## config.mk

```make
export PLATFORM = sky130hd
export DESIGN_NAME = crop_stream_source
export DESIGN_NICKNAME = d
export VERILOG_FILES = /design/src/rtl/crop_pkg.sv /design/src/rtl/axis_skid_fifo2.sv /design/src/rtl/crop_stream_source.sv
export SDC_FILE = /design/constraint.sdc
export NUM_CORES = 1
export LEC_CHECK = 0
export ABC_AREA = 1
export CORE_MARGIN = 4
export CORE_UTILIZATION = 35
export DETAILED_ROUTE_END_ITERATION = 6
export GPL_TIMING_DRIVEN = 0
export MAX_ROUTING_LAYER = met4
export PLACE_DENSITY_LB_ADDON = 0.05
export SYNTH_ARGS = -nofsm -noshare
export SYNTH_HDL_FRONTEND = slang
export SYNTH_SLANG_ARGS = --single-unit
```

## constraint.sdc

```tcl
create_clock -name ap_clk -period 2.45 [get_ports ap_clk]
set_input_delay 0.49 -clock ap_clk [delete_from_list [all_inputs] [get_ports ap_clk]]
set_output_delay 0.49 -clock ap_clk [all_outputs]
set_load 0.02 [all_outputs]
```

## src/rtl/crop_pkg.sv

```systemverilog
// Shared types and default geometry for the crop_plus_gaussian input source.
// The optional TLAST output is enabled with the CROP_SRC_TLAST_EN macro.
package crop_pkg;

    localparam int PIXEL_BIT_WIDTH  = 16;
    localparam int IN_ROWS          = 100;
    localparam int IN_COLS          = 160;
    localparam int IMG_ROW_BITWIDTH = 10;
    localparam int IMG_COL_BITWIDTH = 10;
    localparam int FRAME_PIXELS     = IN_ROWS * IN_COLS;
    localparam int ADDR_W           = $clog2(FRAME_PIXELS);

    typedef logic [PIXEL_BIT_WIDTH-1:0]  pixel_t;
    typedef logic [IMG_ROW_BITWIDTH-1:0] row_t;
    typedef logic [IMG_COL_BITWIDTH-1:0] col_t;
    typedef logic [ADDR_W-1:0]           addr_t;

    typedef enum logic [1:0] {
        IDLE   = 2'd0,
        STREAM = 2'd1,
        DONE   = 2'd2
    } src_state_e;

endpackage

```

## src/rtl/axis_skid_fifo2.sv

```systemverilog
// Two-entry fall-through FIFO for the pixel path: an incoming word is presented
// immediately when empty and captured if the sink stalls, so output stays stable.
module axis_skid_fifo2 #(
    parameter int WIDTH = 16
) (
    input  logic             clk_i,
    input  logic             rst_i,
    input  logic             push_i,
    input  logic [WIDTH-1:0] push_data_i,
    output logic             out_valid_o,
    output logic [WIDTH-1:0] out_data_o,
    input  logic             out_ready_i,
    output logic [1:0]       count_o
);

    logic [1:0][WIDTH-1:0] mem_q;
    logic                  wr_ptr_q;
    logic                  rd_ptr_q;
    logic [1:0]            cnt_q, cnt_d;
    logic                  empty, pop, store, drop;

    always_comb begin
        empty       = (cnt_q == 2'd0);
        out_valid_o = !empty || push_i;
        out_data_o  = empty ? push_data_i : mem_q[rd_ptr_q];
        pop         = out_valid_o && out_ready_i;
        // A word popped on its arrival cycle bypasses storage entirely.
        store       = push_i && !(empty && pop);
        drop        = pop && !empty;
        cnt_d       = cnt_q + {1'b0, store} - {1'b0, drop};
    end

    assign count_o = cnt_q;

    always_ff @(posedge clk_i) begin
        if (rst_i) begin
            cnt_q    <= 2'd0;
            wr_ptr_q <= 1'b0;
            rd_ptr_q <= 1'b0;
        end else begin
            if (store) begin
                mem_q[wr_ptr_q] <= push_data_i;
                wr_ptr_q        <= ~wr_ptr_q;
            end
            if (drop) begin
                rd_ptr_q <= ~rd_ptr_q;
            end
            cnt_q <= cnt_d;
        end
    end

endmodule

```

## src/rtl/crop_stream_source.sv

```systemverilog
// Streams one raster frame from a sync-read memory plus one crop_Y1 and one crop_X1 beat
// per ap_start. Define CROP_SRC_TLAST_EN to add img_input_TLAST on the final pixel.
module crop_stream_source #(
    parameter int PIXEL_BIT_WIDTH  = crop_pkg::PIXEL_BIT_WIDTH,
    parameter int IN_ROWS          = crop_pkg::IN_ROWS,
    parameter int IN_COLS          = crop_pkg::IN_COLS,
    parameter int IMG_ROW_BITWIDTH = crop_pkg::IMG_ROW_BITWIDTH,
    parameter int IMG_COL_BITWIDTH = crop_pkg::IMG_COL_BITWIDTH,
    parameter int ADDR_W           = $clog2(IN_ROWS * IN_COLS)
) (
    input  logic                        ap_clk,
    input  logic                        ap_rst,
    input  logic                        ap_start,
    output logic                        ap_ready,
    output logic                        ap_done,
    output logic                        ap_idle,
    input  logic [IMG_ROW_BITWIDTH-1:0] cfg_crop_y1,
    input  logic [IMG_COL_BITWIDTH-1:0] cfg_crop_x1,
    output logic                        mem_rd_en,
    output logic [ADDR_W-1:0]           mem_addr,
    input  logic [PIXEL_BIT_WIDTH-1:0]  mem_rdata,
    output logic [PIXEL_BIT_WIDTH-1:0]  img_input_TDATA,
    output logic                        img_input_TVALID,
    input  logic                        img_input_TREADY,
`ifdef CROP_SRC_TLAST_EN
    output logic                        img_input_TLAST,
`endif
    output logic [IMG_ROW_BITWIDTH-1:0] crop_Y1_TDATA,
    output logic                        crop_Y1_TVALID,
    input  logic                        crop_Y1_TREADY,
    output logic [IMG_COL_BITWIDTH-1:0] crop_X1_TDATA,
    output logic                        crop_X1_TVALID,
    input  logic                        crop_X1_TREADY
);

    import crop_pkg::*;

    localparam int N     = IN_ROWS * IN_COLS;
    localparam int CNT_W = $clog2(N + 1);
`ifdef CROP_SRC_TLAST_EN
    localparam int FW    = PIXEL_BIT_WIDTH + 1;
`else
    localparam int FW    = PIXEL_BIT_WIDTH;
`endif

    src_state_e                  state_q, state_d;
    logic [IMG_ROW_BITWIDTH-1:0] y1_q, y1_d;
    logic [IMG_COL_BITWIDTH-1:0] x1_q, x1_d;
    logic                        y1_sent_q, y1_sent_d;
    logic                        x1_sent_q, x1_sent_d;
    logic [ADDR_W-1:0]           addr_q, addr_d;
    logic                        rd_done_q, rd_done_d;
    logic                        rd_pend_q;
    logic [CNT_W-1:0]            pix_cnt_q, pix_cnt_d;
    logic                        ready_q;

    logic                        start_acc, rd_room, rd_en;
    logic                        y1_vld, x1_vld, y1_hs, x1_hs, pix_hs;
    logic [FW-1:0]               push_data, out_data;
    logic                        out_valid;
    logic [1:0]                  fifo_cnt;

`ifdef CROP_SRC_TLAST_EN
    logic rd_last_q;
    assign push_data       = {rd_last_q, mem_rdata};
    assign img_input_TLAST = out_data[FW-1];
`else
    assign push_data       = mem_rdata;
`endif

    always_comb begin
        start_acc = (state_q == IDLE) && ap_start;
        // Room is judged against stored words plus the read still in flight.
        rd_room   = (fifo_cnt == 2'd0) || ((fifo_cnt == 2'd1) && !rd_pend_q);
        rd_en     = (state_q == STREAM) && !rd_done_q && rd_room;
        y1_vld    = (state_q == STREAM) && !y1_sent_q;
        x1_vld    = (state_q == STREAM) && !x1_sent_q;
        y1_hs     = y1_vld && crop_Y1_TREADY;
        x1_hs     = x1_vld && crop_X1_TREADY;
        pix_hs    = out_valid && img_input_TREADY;

        state_d   = state_q;
        y1_d      = y1_q;
        x1_d      = x1_q;
        y1_sent_d = y1_sent_q | y1_hs;
        x1_sent_d = x1_sent_q | x1_hs;
        addr_d    = addr_q;
        rd_done_d = rd_done_q;
        pix_cnt_d = pix_cnt_q + CNT_W'(pix_hs);

        if (rd_en) begin
            if (addr_q == ADDR_W'(N - 1)) begin
                rd_done_d = 1'b1;
            end else begin
                addr_d = addr_q + ADDR_W'(1);
            end
        end

        case (state_q)
            IDLE: begin
                if (ap_start) begin
                    state_d   = STREAM;
                    y1_d      = cfg_crop_y1;
                    x1_d      = cfg_crop_x1;
                    y1_sent_d = 1'b0;
                    x1_sent_d = 1'b0;
                    addr_d    = '0;
                    rd_done_d = 1'b0;
                    pix_cnt_d = '0;
                end
            end
            STREAM: begin
                // Leave on the cycle the last handshake lands so ap_done follows it directly.
                if ((pix_cnt_d == CNT_W'(N)) && y1_sent_d && x1_sent_d) begin
                    state_d = DONE;
                end
            end
            DONE:    state_d = IDLE;
            default: state_d = IDLE;
        endcase
    end

    always_ff @(posedge ap_clk) begin
        if (ap_rst) begin
            state_q   <= IDLE;
            y1_q      <= '0;
            x1_q      <= '0;
            y1_sent_q <= 1'b0;
            x1_sent_q <= 1'b0;
            addr_q    <= '0;
            rd_done_q <= 1'b0;
            rd_pend_q <= 1'b0;
            pix_cnt_q <= '0;
            ready_q   <= 1'b0;
`ifdef CROP_SRC_TLAST_EN
            rd_last_q <= 1'b0;
`endif
        end else begin
            state_q   <= state_d;
            y1_q      <= y1_d;
            x1_q      <= x1_d;
            y1_sent_q <= y1_sent_d;
            x1_sent_q <= x1_sent_d;
            addr_q    <= addr_d;
            rd_done_q <= rd_done_d;
            rd_pend_q <= rd_en;
            pix_cnt_q <= pix_cnt_d;
            ready_q   <= start_acc;
`ifdef CROP_SRC_TLAST_EN
            rd_last_q <= rd_en && (addr_q == ADDR_W'(N - 1));
`endif
        end
    end

    axis_skid_fifo2 #(
        .WIDTH (FW)
    ) u_skid (
        .clk_i       (ap_clk),
        .rst_i       (ap_rst),
        .push_i      (rd_pend_q),
        .push_data_i (push_data),
        .out_valid_o (out_valid),
        .out_data_o  (out_data),
        .out_ready_i (img_input_TREADY),
        .count_o     (fifo_cnt)
    );

    assign ap_ready         = ready_q;
    assign ap_done          = (state_q == DONE);
    assign ap_idle          = (state_q == IDLE);
    assign mem_rd_en        = rd_en;
    assign mem_addr         = addr_q;
    assign img_input_TVALID = out_valid;
    assign img_input_TDATA  = out_data[PIXEL_BIT_WIDTH-1:0];
    assign crop_Y1_TVALID   = y1_vld;
    assign crop_Y1_TDATA    = y1_q;
    assign crop_X1_TVALID   = x1_vld;
    assign crop_X1_TDATA    = x1_q;

endmodule
```

==> out/qor.yml <==
leakage_nw: 2.16
drt-vias-per-instance: 4.79
drt_iter0_drc: 61
fin_crit_sh: 0.959
cts-root-buf: "clkbuf_16"
final_common_cell: "nand2_1"
power.density_mw_per_mm2: 806
final_nets: 621
grt_pass1_wl_um: 16400
cts_tree: "done"
pin_count: 99
status: "finished clean"
r2r_start: "u_skid.count_o[1]"
syn-instance-count: 465
syn_to_final_growth_pct: 37.8
place.gp.congestion: 0.855
die_y_um: 116
final-hold-violation-count: 0
setup_tns_ns: 0
die_w_um: 116
cts_max_path_buffers: 2
core_mm2: 0.0114
max_freq_ghz: 0.426
synth_seq_area_share: 0.529
syn_area_mm2: 0.00405
crit_required_ns: 1.96
period_needed_ns: 2.35
antenna_cells: 0
hold_buffers: 0
vdd_drop_max_uv: 400
clock-sinks: 91
worstMarginPinSlew_ns: 0.888
path_clk_slew_ns: 0.06
overflow: 0
n_fill_cell: 1101
die_area_mm2: 0.0134
avgRoutedWirePerCell_um: 13.7
grt_max_degree: 17
drv_cap: 0
drc: 0
start_util: 0.356
grtUsageTotal: 0.160
worstSetupPathType: "flip-flop to output pin"
hp-start: "u_skid.wr_ptr_q"
min_path_type: "flip-flop to flip-flop"
firstDrtPassIters: 4
slew_violations: 0
startpoint_type: "flip-flop"
yosysWarnings: 0
hpwl_um: 7210
vias: 3457
setup_viol: 0
final.setup_skew_ns: 0.00521
final_core_util: 0.491
grt_pass1_vias: 3415
cts_buffers: 9
relSlewSlack: 0.408
yosys.cell_types.count: 37
cp_max_fo: 10
rsz0062_at_grt: "no"
multi_input_area_mm2: 0.00169
clkLatencyLatePin_ns: 0.34
rows: 39
final_cell_mix: "nand2_1 (83), clkdlybuf4s50_1 (80), nor2_1 (71)"
wirelength_um: 9910
seq_area_mm2: 0.00214
htreeDepth: 3
drive_gt1_frac: 0.117
syn_area_per_cell_um2: 8.71
antenna_found_initial: 0
ant_nets: 0
io_buffers: 97
crit_path_start: "u_skid.rd_ptr_q"
cp.arrival_ns: 1.86
endpoint_kind: "output pin"
syn-num-nets: 512
ys_ff_latch: 91
-- area by class of cell --
type | instances | share of cell area
tap | 143 | 0.0321
clock buffer | 11 | 0.0473
sequential | 91 | 0.384
buffer | 13 | 0.0128
timing repair buffer | 99 | 0.178
inverter | 48 | 0.0327
clock inverter | 5 | 0.0103
multi-input combinational | 312 | 0.303
-- sequential cells by signal (all words and copies together) (netlist names) --
| signal | flops |
|---|---|
| u_skid.mem_q | 32 |
| mem_addr | 14 |
| pix_cnt_q | 14 |
| crop_X1_TDATA | 10 |
| crop_Y1_TDATA | 10 |
| state_q | 2 |
| u_skid.count_o | 2 |
| ap_ready | 1 |
| rd_done_q | 1 |
| rd_pend_q | 1 |
| u_skid.rd_ptr_q | 1 |
| u_skid.wr_ptr_q | 1 |
| x1_sent_q | 1 |
| y1_sent_q | 1 |
-- per-layer routing --
layer	wire (um)	track usage	up-vias
met5	0	-	-
met4	197	0.0704	0
met3	496	0.0371	16
met2	4390	0.232	83
met1	4830	0.213	1587
li1	-	-	1771
-- logic make-up after synthesis --
kind of cell,count (synthesis),synth area share
simple gates,217,0.254
flops,91,0.529
compound gates,83,0.127
buf+inv,62,0.0599
xor+xnor,7,0.0151
fa+ha+maj,5,0.0154
-- cell usage after synthesis, drive strengths merged --
library cell,n,share of area
a21oi,49,0.061
a22o,20,0.043
a311oi,2,0.0043
buf,7,0.0083
clkbuf,7,0.0065
dfxtp,59,0.29
edfxtp,32,0.24
ha,5,0.015
inv,48,0.045
nand2,91,0.090
nand3,25,0.036
nand3b,2,0.0037
nand4,6,0.0093
nor2,82,0.094
nor3,7,0.013
nor3b,2,0.0049
nor4,2,0.0031
o21a,1,0.0019
o21ai,9,0.012
o21bai,2,0.0037
xor2,7,0.015
-- timing repair --
item / 4_1_cts / 5_1_grt
cloned: 0 / 0
resized for setup: 25 / 12
hold endpoints to repair: 0 / 0
endpoints found under the setup margin: 19 / 14
buffers inserted: 0 / 1
pin swaps: 0 / 3
-- power breakdown --
part | switching, mW | internal [mW]
Sequential | 0.0692 | 1.64
Combinational | 0.784 | 0.524
Clock | 0.598 | 0.881
-- critical path, stage by stage (launching register included) --
cell and delay, ns:
dfxtp_1 0.58, clkbuf_2 0.32, a21oi_1 0.10, a21oi_1 0.16, dlygate4sd2_1 0.35
-- per-stage QoR --
| stage | hold slack [ns] | setup slack, ns | power, mW | instance area [um^2] | std cells |
|---|---|---|---|---|---|
| finish | 0.467 | 0.101 | 4.50 | 5580 | 722 |
| global route | 0.494 | 0.00279 | 4.75 | 5580 | 722 |
| detailed placement | 0.456 | -0.254 | 3.10 | 5220 | 706 |
| floorplan | 0.439 | 0.136 | 2.49 | 4050 | 465 |
| CTS | 0.470 | -0.175 | 4.55 | 5540 | 721 |
| global placement | 0.447 | -1.11 | 3.09 | 5200 | 705 |
-- path summary, 6_finish.rpt --
kind                                       endpoint  cells after the start  slack [ns]
worst max-delay path            img_input_TDATA[12]                      4        0.10
worst min-delay path                u_skid.wr_ptr_q                      2        0.47
worst max register to register           state_q[0]                     15        0.23
worst min register to register      u_skid.wr_ptr_q                      2        0.47
Note: power is estimated with default switching activity, not from simulation.
